File: src/rtl/rf_write_buffer_pkg.sv
// Shared definitions for the register-file write buffer.
//   AW, DW   : register address / data width of the 32x32 register file
//   REG_ZERO : address of the hard-wired zero register; writes to it are dropped
//   wb_entry_t : one buffered write-back request {addr, data}
package rf_write_buffer_pkg;
  localparam int AW = 5;
  localparam int DW = 32;
  localparam logic [AW-1:0] REG_ZERO = '0;

  typedef struct packed {
    logic [AW-1:0] addr;
    logic [DW-1:0] data;
  } wb_entry_t;
endpackage

File: src/rtl/rf_wb_match.sv
// Newest-match bypass search for one read port.
// Ports:
//   entries_i : buffered entries (FIFO storage, indexed by slot)
//   valid_i   : per-slot valid bits
//   tail_i    : next slot to be written; the newest entry is at tail_i-1
//   addr_i    : lookup address
//   hit_o     : addr_i is nonzero and matches a valid entry
//   data_o    : data of the newest matching entry, else 0
module rf_wb_match
  import rf_write_buffer_pkg::*;
#(
  parameter int DEPTH = 4,
  parameter int PW    = $clog2(DEPTH)
) (
  input  wb_entry_t        entries_i [DEPTH],
  input  logic [DEPTH-1:0] valid_i,
  input  logic [PW-1:0]    tail_i,
  input  logic [AW-1:0]    addr_i,
  output logic             hit_o,
  output logic [DW-1:0]    data_o
);

  // Walk from the oldest slot (tail-DEPTH) to the newest (tail-1); a later
  // match overwrites an earlier one, so the newest match wins.
  always_comb begin
    logic [PW-1:0] idx;
    hit_o  = 1'b0;
    data_o = '0;
    idx    = '0;
    if (addr_i != REG_ZERO) begin
      for (int k = DEPTH; k >= 1; k--) begin
        idx = tail_i - PW'(k);
        if (valid_i[idx] && (entries_i[idx].addr == addr_i)) begin
          hit_o  = 1'b1;
          data_o = entries_i[idx].data;
        end
      end
    end
  end

endmodule

File: src/rtl/rf_write_buffer.sv
// In-order write-back buffer in front of the register file's single write port.
// Requests are queued in a DEPTH-entry FIFO and drained one per cycle; the
// register file commits the drained write on the falling edge of that cycle.
// Two bypass ports expose pending (not yet committed) values to readers.
//
// Handshake: a request transfers at a rising edge when wr_valid_i && wr_ready_o.
// wr_ready_o depends only on the registered count, so a full buffer stays
// not-ready for the cycle in which it dequeues.
//
// Ports:
//   clk_i, rst_i                 : clock, async active-high reset
//   wr_valid_i/wr_ready_o        : request handshake
//   wr_addr_i/wr_data_i          : request payload (addr 0 is consumed, not stored)
//   rf_stall_i                   : register file write port busy; freezes drain
//   rf_we_o/rf_addr_o/rf_data_o  : register file write port (head entry)
//   rs_*/rt_*                    : bypass lookups (hit + newest pending data)
//   count_o                      : number of valid entries
module rf_write_buffer
  import rf_write_buffer_pkg::*;
#(
  parameter int DEPTH = 4
) (
  input  logic                     clk_i,
  input  logic                     rst_i,
  input  logic                     wr_valid_i,
  output logic                     wr_ready_o,
  input  logic [AW-1:0]            wr_addr_i,
  input  logic [DW-1:0]            wr_data_i,
  input  logic                     rf_stall_i,
  output logic                     rf_we_o,
  output logic [AW-1:0]            rf_addr_o,
  output logic [DW-1:0]            rf_data_o,
  input  logic [AW-1:0]            rs_addr_i,
  output logic                     rs_hit_o,
  output logic [DW-1:0]            rs_data_o,
  input  logic [AW-1:0]            rt_addr_i,
  output logic                     rt_hit_o,
  output logic [DW-1:0]            rt_data_o,
  output logic [$clog2(DEPTH):0]   count_o
);

  localparam int PW = $clog2(DEPTH);
  localparam int CW = PW + 1;

  wb_entry_t        entries_q [DEPTH];
  logic [DEPTH-1:0] valid_q;
  logic [PW-1:0]    head_q, tail_q;
  logic [CW-1:0]    count_q;

  logic accept, enq, deq, not_empty;

  assign not_empty  = (count_q != '0);
  assign wr_ready_o = (count_q < CW'(DEPTH));
  assign accept     = wr_valid_i && wr_ready_o;
  // Writes to the zero register complete the handshake but never occupy a slot.
  assign enq        = accept && (wr_addr_i != REG_ZERO);
  assign rf_we_o    = not_empty && !rf_stall_i;
  assign deq        = rf_we_o;
  assign rf_addr_o  = not_empty ? entries_q[head_q].addr : '0;
  assign rf_data_o  = not_empty ? entries_q[head_q].data : '0;
  assign count_o    = count_q;

  always_ff @(posedge clk_i or posedge rst_i) begin
    if (rst_i) begin
      head_q  <= '0;
      tail_q  <= '0;
      count_q <= '0;
      valid_q <= '0;
      for (int i = 0; i < DEPTH; i++) entries_q[i] <= '0;
    end else begin
      // Enqueue and dequeue never target the same slot: a dequeue needs
      // count>0 and an enqueue needs count<DEPTH, so head != tail whenever both fire.
      if (enq) begin
        entries_q[tail_q] <= '{addr: wr_addr_i, data: wr_data_i};
        valid_q[tail_q]   <= 1'b1;
        tail_q            <= tail_q + 1'b1;
      end
      if (deq) begin
        valid_q[head_q] <= 1'b0;
        head_q          <= head_q + 1'b1;
      end
      case ({enq, deq})
        2'b10:   count_q <= count_q + 1'b1;
        2'b01:   count_q <= count_q - 1'b1;
        default: count_q <= count_q;
      endcase
    end
  end

  rf_wb_match #(.DEPTH(DEPTH)) u_match_rs (
    .entries_i (entries_q),
    .valid_i   (valid_q),
    .tail_i    (tail_q),
    .addr_i    (rs_addr_i),
    .hit_o     (rs_hit_o),
    .data_o    (rs_data_o)
  );

  rf_wb_match #(.DEPTH(DEPTH)) u_match_rt (
    .entries_i (entries_q),
    .valid_i   (valid_q),
    .tail_i    (tail_q),
    .addr_i    (rt_addr_i),
    .hit_o     (rt_hit_o),
    .data_o    (rt_data_o)
  );

endmodule

File: config.mk
export PLATFORM = sky130hd
export DESIGN_NAME = rf_write_buffer
export DESIGN_NICKNAME = d
export VERILOG_FILES = /design/src/rtl/rf_write_buffer_pkg.sv /design/src/rtl/rf_wb_match.sv /design/src/rtl/rf_write_buffer.sv
export SDC_FILE = /design/constraint.sdc
export NUM_CORES = 1
export LEC_CHECK = 0
export ABC_CLOCK_PERIOD_IN_PS = 8200
export CAP_MARGIN = 20
export CORE_MARGIN = 5
export CORE_UTILIZATION = 58
export DETAILED_ROUTE_END_ITERATION = 10
export PLACE_DENSITY = 0.91
export SLEW_MARGIN = 5
export SYNTH_ARGS = -nofsm -noshare
export SYNTH_HDL_FRONTEND = slang
export SYNTH_SLANG_ARGS = --single-unit
File: constraint.sdc
create_clock -name clk_i -period 8.2 [get_ports clk_i]
set_input_delay 2.05 -clock clk_i [delete_from_list [all_inputs] [get_ports clk_i]]
set_output_delay 2.05 -clock clk_i [all_outputs]
set_load 0.03 [all_outputs]
==> results.cfg <==
[run_status]
status = completed

[cts]
root_buffer = clkbuf_16
h-tree-depth = 4
clkSlewWorstSetupHoldPaths_ns = 0.06
cts_tree = yes
post-cts-setup-buffers = 0
cts_buffers = 17
cts.sinks = 159
holdBufCountCts = 0
cts_resized = 0
clk_latency_ns = 0.45
clockBufferDepth = 2

[synthesis]
synth.area.top_cells = dfrtp_1 (28%), mux4_2 (21%), mux2_2 (16%)
synthDistinctLibCells = 39
synth_largest_area_cell = dfrtp_1
syn_area_per_cell_um2 = 10.42
ys.flop_type = dfrtp_1
yosysWarnings = 0
yosys-top-cells-count = mux2_2 (205), dfrtp_1 (159), nand2_1 (140), mux4_2 (132), o21ai_0 (118)
syn_area_um2 = 14300
synth_edf_count = 0
synth.most_common_cell = mux2_2
syn_nets = 1434
postSynth.asyncResetShare = 1.000
synth_cells = 1373
yosysTopAreaCellShare = 0.2781
ys_seq_area_frac = 0.2781
ys_ff_latch = 159

[floorplan]
io_pins = 159
initial_utilization = 0.5882
die_area_um2 = 27900
core-area_um2 = 24320
die-height_um = 167.0
die_w_um = 167.0
row_count = 57

[worst_setup_path]
crit_buf_inv = 4
cp_max_fo = 47
critical_path.top_delay_family = compound AO/OA/AOI/OAI gates
worst_path_max_delay_cell = dfrtp_4
worstPathRequired_ns = 6.15
critical_path_arrival_ns = 5.27
crit_path_frequent_cell = buf_4
max_stage_delay_ns = 0.91
path_cells = inv_1 -> ha_4 -> mux4_2 -> xnor2_1 -> nand4_1 -> buf_4 -> o22ai_2 -> buf_4 -> o211ai_1 -> a31oi_1 -> buf_12
end_kind = primary output
critPathKind = register to primary output
startpoint_type = register

[cells_and_area]
num_antenna_cells = 0
area_growth_pct = 14.78
final_nets = 1488
drive_gt1_frac = 0.3301

[placement]
io_buffers = 158
dp_hpwl_mm = 27.82
gp_congestion = 0.9798

[route]
dr.pass1.iters = 6
vias = 13030
wl_per_cell_um = 25.24
drtIter0Drc = 2104
routed_via_density = 7.393
ant_nets = 0
drc = 0
routed_wl_mm = 44.49

[sta]
finalMaxSlewViolations = 0
min_period_ns = 7.323
skew_ns = 0.007863
rsz0062_at_grt = false
hold_viol = 0
relSlewSlack = 0.2662
tns_ns = 0
worst_pin_slew_ns = 1.101
setup_viol = 0
clock.fmax_mhz = 136.6
timing.final.crit_share = 0.8930

[global_route]
grt_overflow_total = 0
use_met2 = 0.4963
grtUsageMet3 = 0.07585
first_global_vias = 12760
grt_pass1_wl_mm = 70.55
grtUsageTotal = 0.3136
top_usage_layer = met2
grt.met1_usage = 0.4028
grt_start_max_net_pins = 117
antenna_found_initial = 0

[job]
drv_cap = 0

[worst_hold_path]
min_path_type = register to register
[final cells by class]
class	instances	area [um2]
inverter	14	58.81
multi-input combinational	1046	9603
clock buffer	21	460.4
timing repair buffer	189	1789
clock inverter	10	113.9
fill	1736	7900
sequential	159	3989
tap	324	405.4
[worst register-to-register path, delay by kind of cell, from the launching register on]
kind	cells	cell delay [ns]
fa+ha+maj	1	0.31
flops	1	0.49
simple gates	1	0.35
buf+inv	3	1.27
mux	1	0.34
[layout by cell type, fill, tap and decap left out, types with 5 or more instances in the layout]
cell type        instances
mux4_2                 132
ha_1                     8
nand3_1                  5
o211ai_1                60
and3_1                   6
nor2b_1                 37
mux2_2                 205
buf_4                   81
dfrtp_1                155
a21oi_1                 56
o21ai_1                  5
clkbuf_16               17
inv_1                   12
clkdlybuf4s50_1         98
xnor2_1                 43
nand2_1                136
o21ai_0                118
nor3_1                  65
nor2_1                   5
a31oi_1                 64
buf_12                  10
mux2i_1                 58
nand4_1                  6
[flip-flops by register name (all words and copies together), names as in the netlist]
register	cells
tail_q	2
head_q	2
entries_q	148
count_o	3
valid_q	4
[per-stage QoR]
step | setup slack (ns) | util | hold WS (ns) | instance area, um2 | instances
floorplan | 1.858 | - | 0.5335 | 14310 | 1373
global placement | 1.333 | 0.6515 | 0.5226 | 15850 | 1732
detailed placement | 1.255 | 0.6515 | 0.5368 | 15850 | 1732
CTS | 1.050 | 0.6752 | 0.5452 | 16420 | 1763
global route | 0.6899 | 0.6752 | 0.5870 | 16420 | 1763
finish | 0.8775 | 0.6752 | 0.5468 | 16420 | 1763
[cells by family after synthesis]
kind of cell,share of synthesized area
AO/OA/AOI/OAI,0.1321
XOR/XNOR,0.02755
adder cells (fa/ha/maj),0.009272
buffers and inverters,0.05405
flip-flops,0.2781
multiplexers,0.4098
AND/OR/NAND/NOR,0.08913
[path summary, 6_finish.rpt]
check                                             end                   start  cells past startpoint  slack (ns)
hold / removal                 count_o[0]$_DFFE_PP0P_  count_o[0]$_DFFE_PP0P_                      1        0.55
setup reg to reg            entries_q[50]$_DFFE_PP0P_   tail_q[0]$_DFFE_PP0P_                      6        5.32
hold reg to reg                count_o[0]$_DFFE_PP0P_  count_o[0]$_DFFE_PP0P_                      1        0.55
setup / recovery                         rs_data_o[3]   tail_q[1]$_DFFE_PP0P_                     11        0.88
max in group asynchronous       tail_q[0]$_DFFE_PP0P_                   rst_i                      3        4.53
min in group asynchronous  entries_q[146]$_DFFE_PP0P_                   rst_i                      2        2.15
[routing by layer]
layer / routed length (um) / part of all wire / up-vias
li1: - / - / 5351
met5: 0 / 0 / -
met3: 5581 / 0.13 / 291
met2: 20650 / 0.46 / 1132
met4: 2925 / 0.066 / 0
met1: 15340 / 0.34 / 6259
Power is not shown: default switching activity piles up to over one toggle a cycle in this logic, so the estimate is an artifact.
